[src/rtl/midi_pkg.sv]
// Shared MIDI definitions for the voice allocator: status nibbles, parser
// states and the decoded channel-message event handed to the allocator.
package midi_pkg;

  localparam logic [3:0] NOTE_OFF = 4'h8;
  localparam logic [3:0] NOTE_ON  = 4'h9;
  localparam logic [3:0] CC       = 4'hB;
  localparam logic [3:0] PROG     = 4'hC;
  localparam logic [3:0] CHPRESS  = 4'hD;

  localparam logic [6:0] CC_ALL_NOTES_OFF = 7'd123;

  typedef enum logic [2:0] {
    IDLE,
    WAIT_D1,
    WAIT_D2,
    SKIP1,
    SKIP2
  } parser_state_t;

  typedef struct packed {
    logic [3:0] msg_type;
    logic [6:0] d1;
    logic [6:0] d2;
  } midi_event_t;

endpackage

[src/rtl/midi_msg_parser.sv]
// Turns the raw MIDI byte stream into complete note-off / note-on / controller
// events for the selected channel, honouring running status for both wanted
// and skipped messages. The event is presented combinationally in the cycle
// the final data byte arrives so the allocator can register it directly.
module midi_msg_parser
  import midi_pkg::*;
(
  input  logic        clk,
  input  logic        rst_n,
  input  logic [7:0]  byte_in,
  input  logic        byte_valid,
  input  logic [3:0]  rx_channel,
  output logic        ev_valid,
  output midi_event_t ev
);

  parser_state_t state;
  parser_state_t skip_entry;
  logic [3:0]    msg_type;
  logic [6:0]    d1;
  logic [3:0]    status_hi;
  logic [3:0]    status_lo;
  logic          is_tracked_type;

  assign status_hi = byte_in[7:4];
  assign status_lo = byte_in[3:0];
  assign is_tracked_type = (status_hi == NOTE_OFF) || (status_hi == NOTE_ON) || (status_hi == CC);

  // The second data byte completes the message, so it goes straight out with the latched type and d1
  always_comb begin
    ev_valid    = byte_valid && !byte_in[7] && (state == WAIT_D2);
    ev.msg_type = msg_type;
    ev.d1       = d1;
    ev.d2       = byte_in[6:0];
  end

  // Parser state machine; skip_entry remembers where running status re-enters a skipped message
  always_ff @(posedge clk) begin
    if (!rst_n) begin
      state      <= IDLE;
      skip_entry <= SKIP2;
      msg_type   <= '0;
      d1         <= '0;
    end else if (byte_valid) begin
      if (byte_in[7]) begin
        if (byte_in[7:3] == 5'b11111) begin
          state <= state;
        end else if (status_hi == 4'hF) begin
          state <= IDLE;
        end else if (is_tracked_type && (status_lo == rx_channel)) begin
          msg_type <= status_hi;
          state    <= WAIT_D1;
        end else if ((status_hi == PROG) || (status_hi == CHPRESS)) begin
          skip_entry <= SKIP1;
          state      <= SKIP1;
        end else begin
          skip_entry <= SKIP2;
          state      <= SKIP2;
        end
      end else begin
        case (state)
          IDLE:    state <= IDLE;
          WAIT_D1: begin
            d1    <= byte_in[6:0];
            state <= WAIT_D2;
          end
          WAIT_D2: state <= WAIT_D1;
          SKIP2:   state <= SKIP1;
          SKIP1:   state <= skip_entry;
          default: state <= IDLE;
        endcase
      end
    end
  end

endmodule

[src/rtl/midi_voice_allocator.sv]
// Voice allocator: consumes parsed MIDI events and drives the voice bank's
// gate / note / velocity / trigger lines. Voices are chosen by retrigger of a
// held note, then lowest free voice, then stealing the least recently
// assigned voice as tracked by a permutation of age ranks.
module midi_voice_allocator
  import midi_pkg::*;
#(
  parameter int NUM_VOICES = 4
) (
  input  logic                        clk,
  input  logic                        rst_n,
  input  logic [7:0]                  byte_in,
  input  logic                        byte_valid,
  input  logic [3:0]                  rx_channel,
  output logic [NUM_VOICES-1:0]       voice_gate,
  output logic [NUM_VOICES-1:0][6:0]  voice_note,
  output logic [NUM_VOICES-1:0][6:0]  voice_vel,
  output logic [NUM_VOICES-1:0]       voice_trig
);

  localparam int RW = $clog2(NUM_VOICES);
  typedef logic [RW-1:0] idx_t;

  logic        ev_valid;
  midi_event_t ev;

  idx_t rank [NUM_VOICES];

  logic is_note_on;
  logic is_note_off;
  logic is_all_off;
  logic hit_found;
  logic free_found;
  idx_t hit_idx;
  idx_t free_idx;
  idx_t old_idx;
  idx_t sel_idx;

  midi_msg_parser u_parser (
    .clk        (clk),
    .rst_n      (rst_n),
    .byte_in    (byte_in),
    .byte_valid (byte_valid),
    .rx_channel (rx_channel),
    .ev_valid   (ev_valid),
    .ev         (ev)
  );

  // Classify the incoming event; note-on with zero velocity counts as note-off
  always_comb begin
    is_note_on  = ev_valid && (ev.msg_type == NOTE_ON) && (ev.d2 != 7'd0);
    is_note_off = ev_valid && ((ev.msg_type == NOTE_OFF) ||
                               ((ev.msg_type == NOTE_ON) && (ev.d2 == 7'd0)));
    is_all_off  = ev_valid && (ev.msg_type == CC) && (ev.d1 == CC_ALL_NOTES_OFF);
  end

  // Pick the target voice: held match first, else lowest free, else the oldest rank
  always_comb begin
    hit_found  = 1'b0;
    free_found = 1'b0;
    hit_idx    = '0;
    free_idx   = '0;
    old_idx    = '0;
    for (int i = NUM_VOICES - 1; i >= 0; i--) begin
      if (voice_gate[i] && (voice_note[i] == ev.d1)) begin
        hit_found = 1'b1;
        hit_idx   = idx_t'(i);
      end
      if (!voice_gate[i]) begin
        free_found = 1'b1;
        free_idx   = idx_t'(i);
      end
      if (rank[i] == idx_t'(NUM_VOICES - 1)) begin
        old_idx = idx_t'(i);
      end
    end
    if (hit_found) begin
      sel_idx = hit_idx;
    end else if (free_found) begin
      sel_idx = free_idx;
    end else begin
      sel_idx = old_idx;
    end
  end

  // Voice registers and LRU ranks; trig is a one-cycle pulse on each assignment
  always_ff @(posedge clk) begin
    if (!rst_n) begin
      voice_gate <= '0;
      voice_note <= '0;
      voice_vel  <= '0;
      voice_trig <= '0;
      for (int i = 0; i < NUM_VOICES; i++) begin
        rank[i] <= idx_t'(NUM_VOICES - 1 - i);
      end
    end else begin
      voice_trig <= '0;
      if (is_note_on) begin
        voice_note[sel_idx] <= ev.d1;
        voice_vel[sel_idx]  <= ev.d2;
        voice_gate[sel_idx] <= 1'b1;
        voice_trig[sel_idx] <= 1'b1;
        for (int i = 0; i < NUM_VOICES; i++) begin
          if (rank[i] < rank[sel_idx]) begin
            rank[i] <= rank[i] + 1'b1;
          end
        end
        rank[sel_idx] <= '0;
      end else if (is_note_off) begin
        for (int i = 0; i < NUM_VOICES; i++) begin
          if (voice_note[i] == ev.d1) begin
            voice_gate[i] <= 1'b0;
          end
        end
      end else if (is_all_off) begin
        voice_gate <= '0;
      end
    end
  end

endmodule

[config.mk]
export PLATFORM = sky130hd
export DESIGN_NAME = midi_voice_allocator
export DESIGN_NICKNAME = d
export VERILOG_FILES = /design/src/rtl/midi_pkg.sv /design/src/rtl/midi_msg_parser.sv /design/src/rtl/midi_voice_allocator.sv
export SDC_FILE = /design/constraint.sdc
export NUM_CORES = 1
export LEC_CHECK = 0
export BUFFER_PORTS_ARGS = -buffer_cell sky130_fd_sc_hd__buf_2
export CAP_MARGIN = 20
export CORE_MARGIN = 4
export CORE_UTILIZATION = 53
export CTS_CLUSTER_DIAMETER = 200
export DETAILED_ROUTE_END_ITERATION = 8
export GPL_ROUTABILITY_DRIVEN = 0
export GPL_TIMING_DRIVEN = 0
export PLACE_DENSITY_LB_ADDON = 0.15
export REMOVE_ABC_BUFFERS = 1
export SLEW_MARGIN = 15
export SYNTH_ARGS = -nofsm -noshare
export SYNTH_HDL_FRONTEND = slang
export SYNTH_SLANG_ARGS = --single-unit
[constraint.sdc]
create_clock -name clk -period 5.75 [get_ports clk]
set_input_delay 0.575 -clock clk [delete_from_list [all_inputs] [get_ports clk]]
set_output_delay 0.575 -clock clk [all_outputs]
set_load 0.01 [all_outputs]
Word-level counts from Yosys, hierarchy flattened
Memories as Yosys holds them, arrays and structs flattened.
Cells that the tools add are included.
{"block": "totals", "reg_bits": 81, "ram_bits": 8, "in_bits": 15, "out_inout_bits": 64, "elab_cells": 162, "n_memories": 1}
{"block": "classes", "n_addsub": 4, "order_cmp": 6, "n_eq_ne": 29, "n_mux": 65, "n_bitwise": 9, "reduce_logical": 31}
{"memory": "rank", "depth": 4, "width": 2, "rd": 5, "rd_clocked_by_memory_dff": 0, "write_ports": 5, "line_no": "midi_voice_allocator.sv:27", "text": "idx_t rank [NUM_VOICES];"}
{"operator": "bitwise mux 28 bit", "n": 2}
{"operator": "equality test 4 bit, second input constant", "n": 9}
{"operator": "two-way mux 2 bit", "n": 18}
{"operator": "two-way mux 1 bit", "n": 33}
{"operator": "equality test 7 bit", "n": 4}
{"operator": "two-way mux 3 bit", "n": 5}
{"operator": "demux 7 bit (select 2 bit)", "n": 1}
{"operator": "logical AND 1 bit", "n": 14}
{"operator": "two-way mux 4 bit", "n": 3}
{"operator": "inequality test 3 x 2 -> 1 bit, second input constant", "n": 4}
{"operator": "one-hot mux 3 bit (4 select lines)", "n": 1}
{"operator": "AND reduction 2 bit", "n": 6}
{"operator": "AND reduction 5 bit", "n": 2}
{"operator": "adder 2 x 1 -> 2 bit, second input constant", "n": 4}
{"operator": "equality test 2 bit, second input constant", "n": 4}
{"operator": "less-than comparator 2 bit", "n": 4}
{"operator": "equality test 7 bit, second input constant", "n": 1}
{"operator": "logical NOT 7 bit", "n": 1}
{"operator": "two-way mux 7 bit", "n": 1}
{"operator": "nonzero test 7 bit", "n": 1}
{"operator": "equality test 3 x 2 -> 1 bit, second input constant", "n": 2}
{"operator": "equality test 5 bit, second input constant", "n": 1}
{"operator": "equality test 4 bit", "n": 1}
{"operator": "logical OR 1 bit", "n": 4}
{"operator": "other kinds (12)", "n": 18}

Logic depth before layout (Yosys ltp)
An unclocked memory read counts as a cell.
{"block": "logic_depth", "word_depth": 14, "mapped_depth": 12, "mapped_depth_nobuf": 10}

Cells and area by module
A second synthesis with hierarchy kept.
{"block": "unflattened", "cells_unflattened": 472, "area_unflattened_um2": 4496.8}
{"module": "midi_voice_allocator", "n_inst": 1, "cells_each": 379, "area_per_inst_um2": 3653.5, "seq_area_each_um2": 1441.4}
{"module": "midi_msg_parser", "n_inst": 1, "cells_each": 93, "area_per_inst_um2": 843.3, "seq_area_each_um2": 320.3}

Worst setup path after synthesis
No wires, ideal clock.
{"block": "synth_timing", "kind": "input port to flip-flop", "from": "input port byte_in[6]", "to": "memory rank[0][0] (netlist name)", "setup_time_ns": 0.122, "t_arrival_ns": 2.443, "slack_ns": 3.185, "stages": 8, "path_buffers": 2, "path_cell_list": "clkbuf_1 or4_1 o41ai_1 nor3_1 clkbuf_1 o21ai_1 a21oi_1 o32a_1"}
{"item": "start, declared", "line_no": "midi_voice_allocator.sv:12", "text": "input logic [7:0] byte_in,"}
{"item": "end, declared", "line_no": "midi_voice_allocator.sv:27"}

Worst setup path after layout
{"block": "layout_timing", "from": "register u_parser.d1[4]", "to": "register voice_vel[24] (netlist name)"}
{"block": "layout_via", "elab_chain_cells": 12, "elab_cells_between_ends": 23, "cone_classes": "2 x order compare; 4 x eq/ne; 12 x mux; 5 x reduce/logical"}
{"item": "start, declared", "line_no": "midi_msg_parser.sv:20", "text": "logic [6:0] d1;"}
{"item": "start signal, assigned", "line_no": "midi_msg_parser.sv:64", "text": "d1 <= byte_in[6:0];"}
{"item": "equality test 7 bit", "line_no": "midi_voice_allocator.sv:65", "text": "if (voice_gate[i] && (voice_note[i] == ev.d1)) begin"}
{"item": "logical AND 1 bit", "line_no": "midi_voice_allocator.sv:65"}
{"item": "two-way mux 2 bit or two-way mux 1 bit (tied branches) (4 in a row)", "line_no": "midi_voice_allocator.sv:65"}
{"item": "two-way mux 2 bit *", "line_no": "midi_voice_allocator.sv:77", "text": "if (hit_found) begin"}
{"item": "less-than comparator 2 x 3 -> 1 bit (implied by the code) or greater-or-equal comparator 2 x 1 -> 1 bit (tied branches)", "line_no": "midi_voice_allocator.sv:100", "text": "voice_vel[sel_idx] <= ev.d2;"}
{"item": "logical AND 1 bit (implied by the code)", "line_no": "midi_voice_allocator.sv:100"}
{"item": "two-way mux 7 bit (implied by the code)", "line_no": "midi_voice_allocator.sv:100"}
{"item": "demux 7 bit (select 2 bit) *", "line_no": "midi_voice_allocator.sv:100"}
{"item": "bitwise mux 28 bit *", "line_no": "midi_voice_allocator.sv:100"}
{"item": "end signal, assigned by index", "line_no": "midi_voice_allocator.sv:100"}
{"item": "end, declared", "line_no": "midi_voice_allocator.sv:17", "text": "output logic [NUM_VOICES-1:0][6:0] voice_vel,"}
Every way passes the cells marked *; elsewhere a longest branch is shown, timed or not.
A chain may end at the register's enable or synchronous reset.

==> results.sh <==
export IMPL_p_int_uw=793
export IMPL_die_h_um=97.5
export IMPL_cts_resized=0
export IMPL_pre_cts_ws_ns=2.37
export IMPL_overflow=0
export IMPL_fin_nets=568
export IMPL_clk_path_buf_depth=2
export IMPL_synthToLayoutAreaGrowth_pct=12.9
export IMPL_ys_seq_area_frac=0.415
export IMPL_grt_usage=0.207
export IMPL_leakagePower_uw=0.00207
export IMPL_grt_max_degree=49
export IMPL_status="finished, final reports clean"
export IMPL_critPathArrivalTime_ns=3.37
export IMPL_crit_path_end="voice_vel[24]"
export IMPL_r2r_cells=9
export IMPL_peakVddDrop_uv=148
export IMPL_avgSynthCellArea_um2=8.66
export IMPL_drt_iter0_drc=169
export IMPL_timing_critical_path_from="u_parser.d1[4]"
export IMPL_coreArea_mm2=0.00777
export IMPL_layout_drive_gt1_share=0.217
export IMPL_wl_mm=10.2
export IMPL_pin_count=79
export IMPL_syn_area_mm2=0.00424
export IMPL_numCtsBuffers=9
export IMPL_fmax_ghz=0.318
export IMPL_finalPower_uw=1070
export IMPL_end_kind="flop"
export IMPL_antenna_cells=0
export IMPL_pwr_share_clk=0.377
export IMPL_clk_latency_ns=0.36
export IMPL_grtUsageMet1=0.264
export IMPL_start_util=0.546
export IMPL_final_antenna_net_count=0
export IMPL_synth_edf_count=0
export IMPL_met3_usage=0.0538
export IMPL_yosysUniqueCellTypes=61
export IMPL_critPathLaunchType="flop"
export IMPL_max_slew_margin=0.363
export IMPL_swShare=0.258
export IMPL_setup_slack_ns=2.60
export IMPL_power_density_mw_per_mm2=223
export IMPL_first_global_vias=3389
export IMPL_timing_rr_start="u_parser.d1[4]"
export IMPL_cts_root_buffer="clkbuf_8"
export IMPL_layout_commonest_cell="dfxtp_1"
export IMPL_hpwl_mm=6.96
export IMPL_min_path_type="reg2reg"
export IMPL_die_area_mm2=0.00950
export IMPL_routed_via_density=5.52
export IMPL_final_cell_mix="dfxtp_1 (88), nand2_1 (81), buf_2 (78)"
export IMPL_maxCapViolCount=0
export IMPL_ys_warn_count=0
export IMPL_cts_setup_buffers=0
export IMPL_synth_async_reset_ratio=0
export IMPL_switchingPower_uw=276
export IMPL_r2r_slack_ns=2.60
export IMPL_die_x_um=97.5
export IMPL_port_buffers=78
export IMPL_finalSetupTns_ns=0
export IMPL_post_route_util=0.617
export IMPL_finalHoldViolCount=0
export IMPL_slew_viol_final=0
export IMPL_worst_pin_slew_ns=0.952
export IMPL_cts_sinks=88
export IMPL_cts_hold_buf=0
export IMPL_use_met2=0.343
export IMPL_row_count=32
export IMPL_rsz0062_at_grt="false"
export IMPL_dr_total_vias=3620
export IMPL_antenna_found_initial=0
export IMPL_worstPathMaxFanout=15
export IMPL_yosys_most_used_dff="dfxtp_1"
export IMPL_clk_pin_slew_ns=0.10
export IMPL_p_comb_frac=0.046
export IMPL_worst_clock_skew_ns=0.0161
export IMPL_fin_crit_sh=0.547
export IMPL_min_period_ns=3.15
export IMPL_busiest_layer="met2"
export IMPL_htree_levels=3
export IMPL_tritoncts="built"
export IMPL_pwr_share_seq=0.577
export IMPL_drc=0
export IMPL_dr_pass1_iters=4
export IMPL_grt_pass1_wl_mm=16.3
export IMPL_ys_ff_latch=88
export IMPL_r2r_end="voice_vel[24]"
export IMPL_setup_viol=0
export IMPL_wl_per_cell_um=15.5
export IMPL_cp_required_ns=5.98
export IMPL_path_class="reg2reg"
export IMPL_syn_inst=490
-- synthesized netlist by cell type (4+ instances only) --
library cell	instances	area [um^2]
dfxtp_1	88	1760
nand2_1	81	304
nor2_1	59	221
mux2i_1	42	420
a21oi_1	39	195
xnor2_1	25	219
clkbuf_1	16	60.1
inv_1	13	48.8
o21ai_0	11	55.1
nand3_1	8	40.0
nand4_1	8	50.1
nor3_1	8	40.0
buf_6	7	78.8
xor2_1	7	61.3
buf_2	4	20.0
ha_1	4	50.1
nand2b_1	4	25.0
o221a_2	4	45.0
-- critical path: stages (launching register included) --
cell      delay, ns
dfxtp_1        0.63
xnor2_1        0.18
nand4_1        0.16
or3_4          0.39
a21boi_4       0.43
nand2_1        0.21
nor2_2         0.50
buf_8          0.23
mux2i_1        0.21
nor2_1         0.06
-- power by group through the flow --
| stage | sequential, uW | clock [uW] | combinational [uW] |
|---|---|---|---|
| 2_1_floorplan | 629 | 0 | 26.3 |
| 3_3_place_gp | 631 | 0 | 46.4 |
| 3_5_place_dp | 631 | 0 | 48.9 |
| 4_1_cts | 617 | 409 | 49.1 |
| 5_1_grt | 617 | 434 | 53.6 |
| 6_report | 617 | 403 | 49.1 |
-- stage by stage --
step / instances / area [um^2] / hold WS (ns)
floorplan: 457 / 4040 / 0.426
global placement: 637 / 4560 / 0.432
detailed placement: 639 / 4600 / 0.437
CTS: 655 / 4780 / 0.449
global route: 656 / 4790 / 0.472
finish: 656 / 4790 / 0.453
-- worst min path at each step --
stage                          from                   end  slack, ns  depth (start not counted)
6_report       u_parser.msg_type[3]  u_parser.msg_type[3]       0.45                          2
4_1_cts        u_parser.msg_type[3]  u_parser.msg_type[3]       0.45                          2
2_1_floorplan  u_parser.msg_type[3]  u_parser.msg_type[3]       0.43                          2
3_5_place_dp   u_parser.msg_type[3]  u_parser.msg_type[3]       0.44                          2
5_1_grt        u_parser.msg_type[3]  u_parser.msg_type[3]       0.47                          2
3_3_place_gp   u_parser.msg_type[3]  u_parser.msg_type[3]       0.43                          2
-- flip-flops by register name, indices dropped and copies added, names as in the netlist --
name                 flops
rank                     8
u_parser.d1              7
u_parser.msg_type        4
u_parser.skip_entry      2
u_parser.state           3
voice_gate               4
voice_note              28
voice_trig               4
voice_vel               28
-- layout make-up --
cell class	count	area, um^2
flip-flops and latches	88	1760
well taps	102	128
inverters	14	53.8
multi-input cells	355	2240
clock inverters	6	50.0
clock buffers	10	128
fillers	718	2980
repair buffers	81	433
-- metal layers --
| layer | part of all wire | wire length (um) |
|---|---|---|
| met5 | 0 | 0 |
| met4 | 0.0095 | 97 |
| met3 | 0.069 | 706 |
| met2 | 0.47 | 4820 |
| met1 | 0.45 | 4560 |
-- kinds of logic (layout without fill, tap and decap cells) --
family	count (synthesis)	count (layout)	share of synthesized area
buffers and inverters	47	111	0.0604
xor gates and xnor gates	32	32	0.0660
and+or+nand+nor	186	186	0.195
adders and majority gates	5	5	0.0142
DFF	88	88	0.415
AOI/OAI and AO/OA	85	85	0.136
muxes	47	47	0.114
No activity file was read; power rests on OpenSTA's default activity.
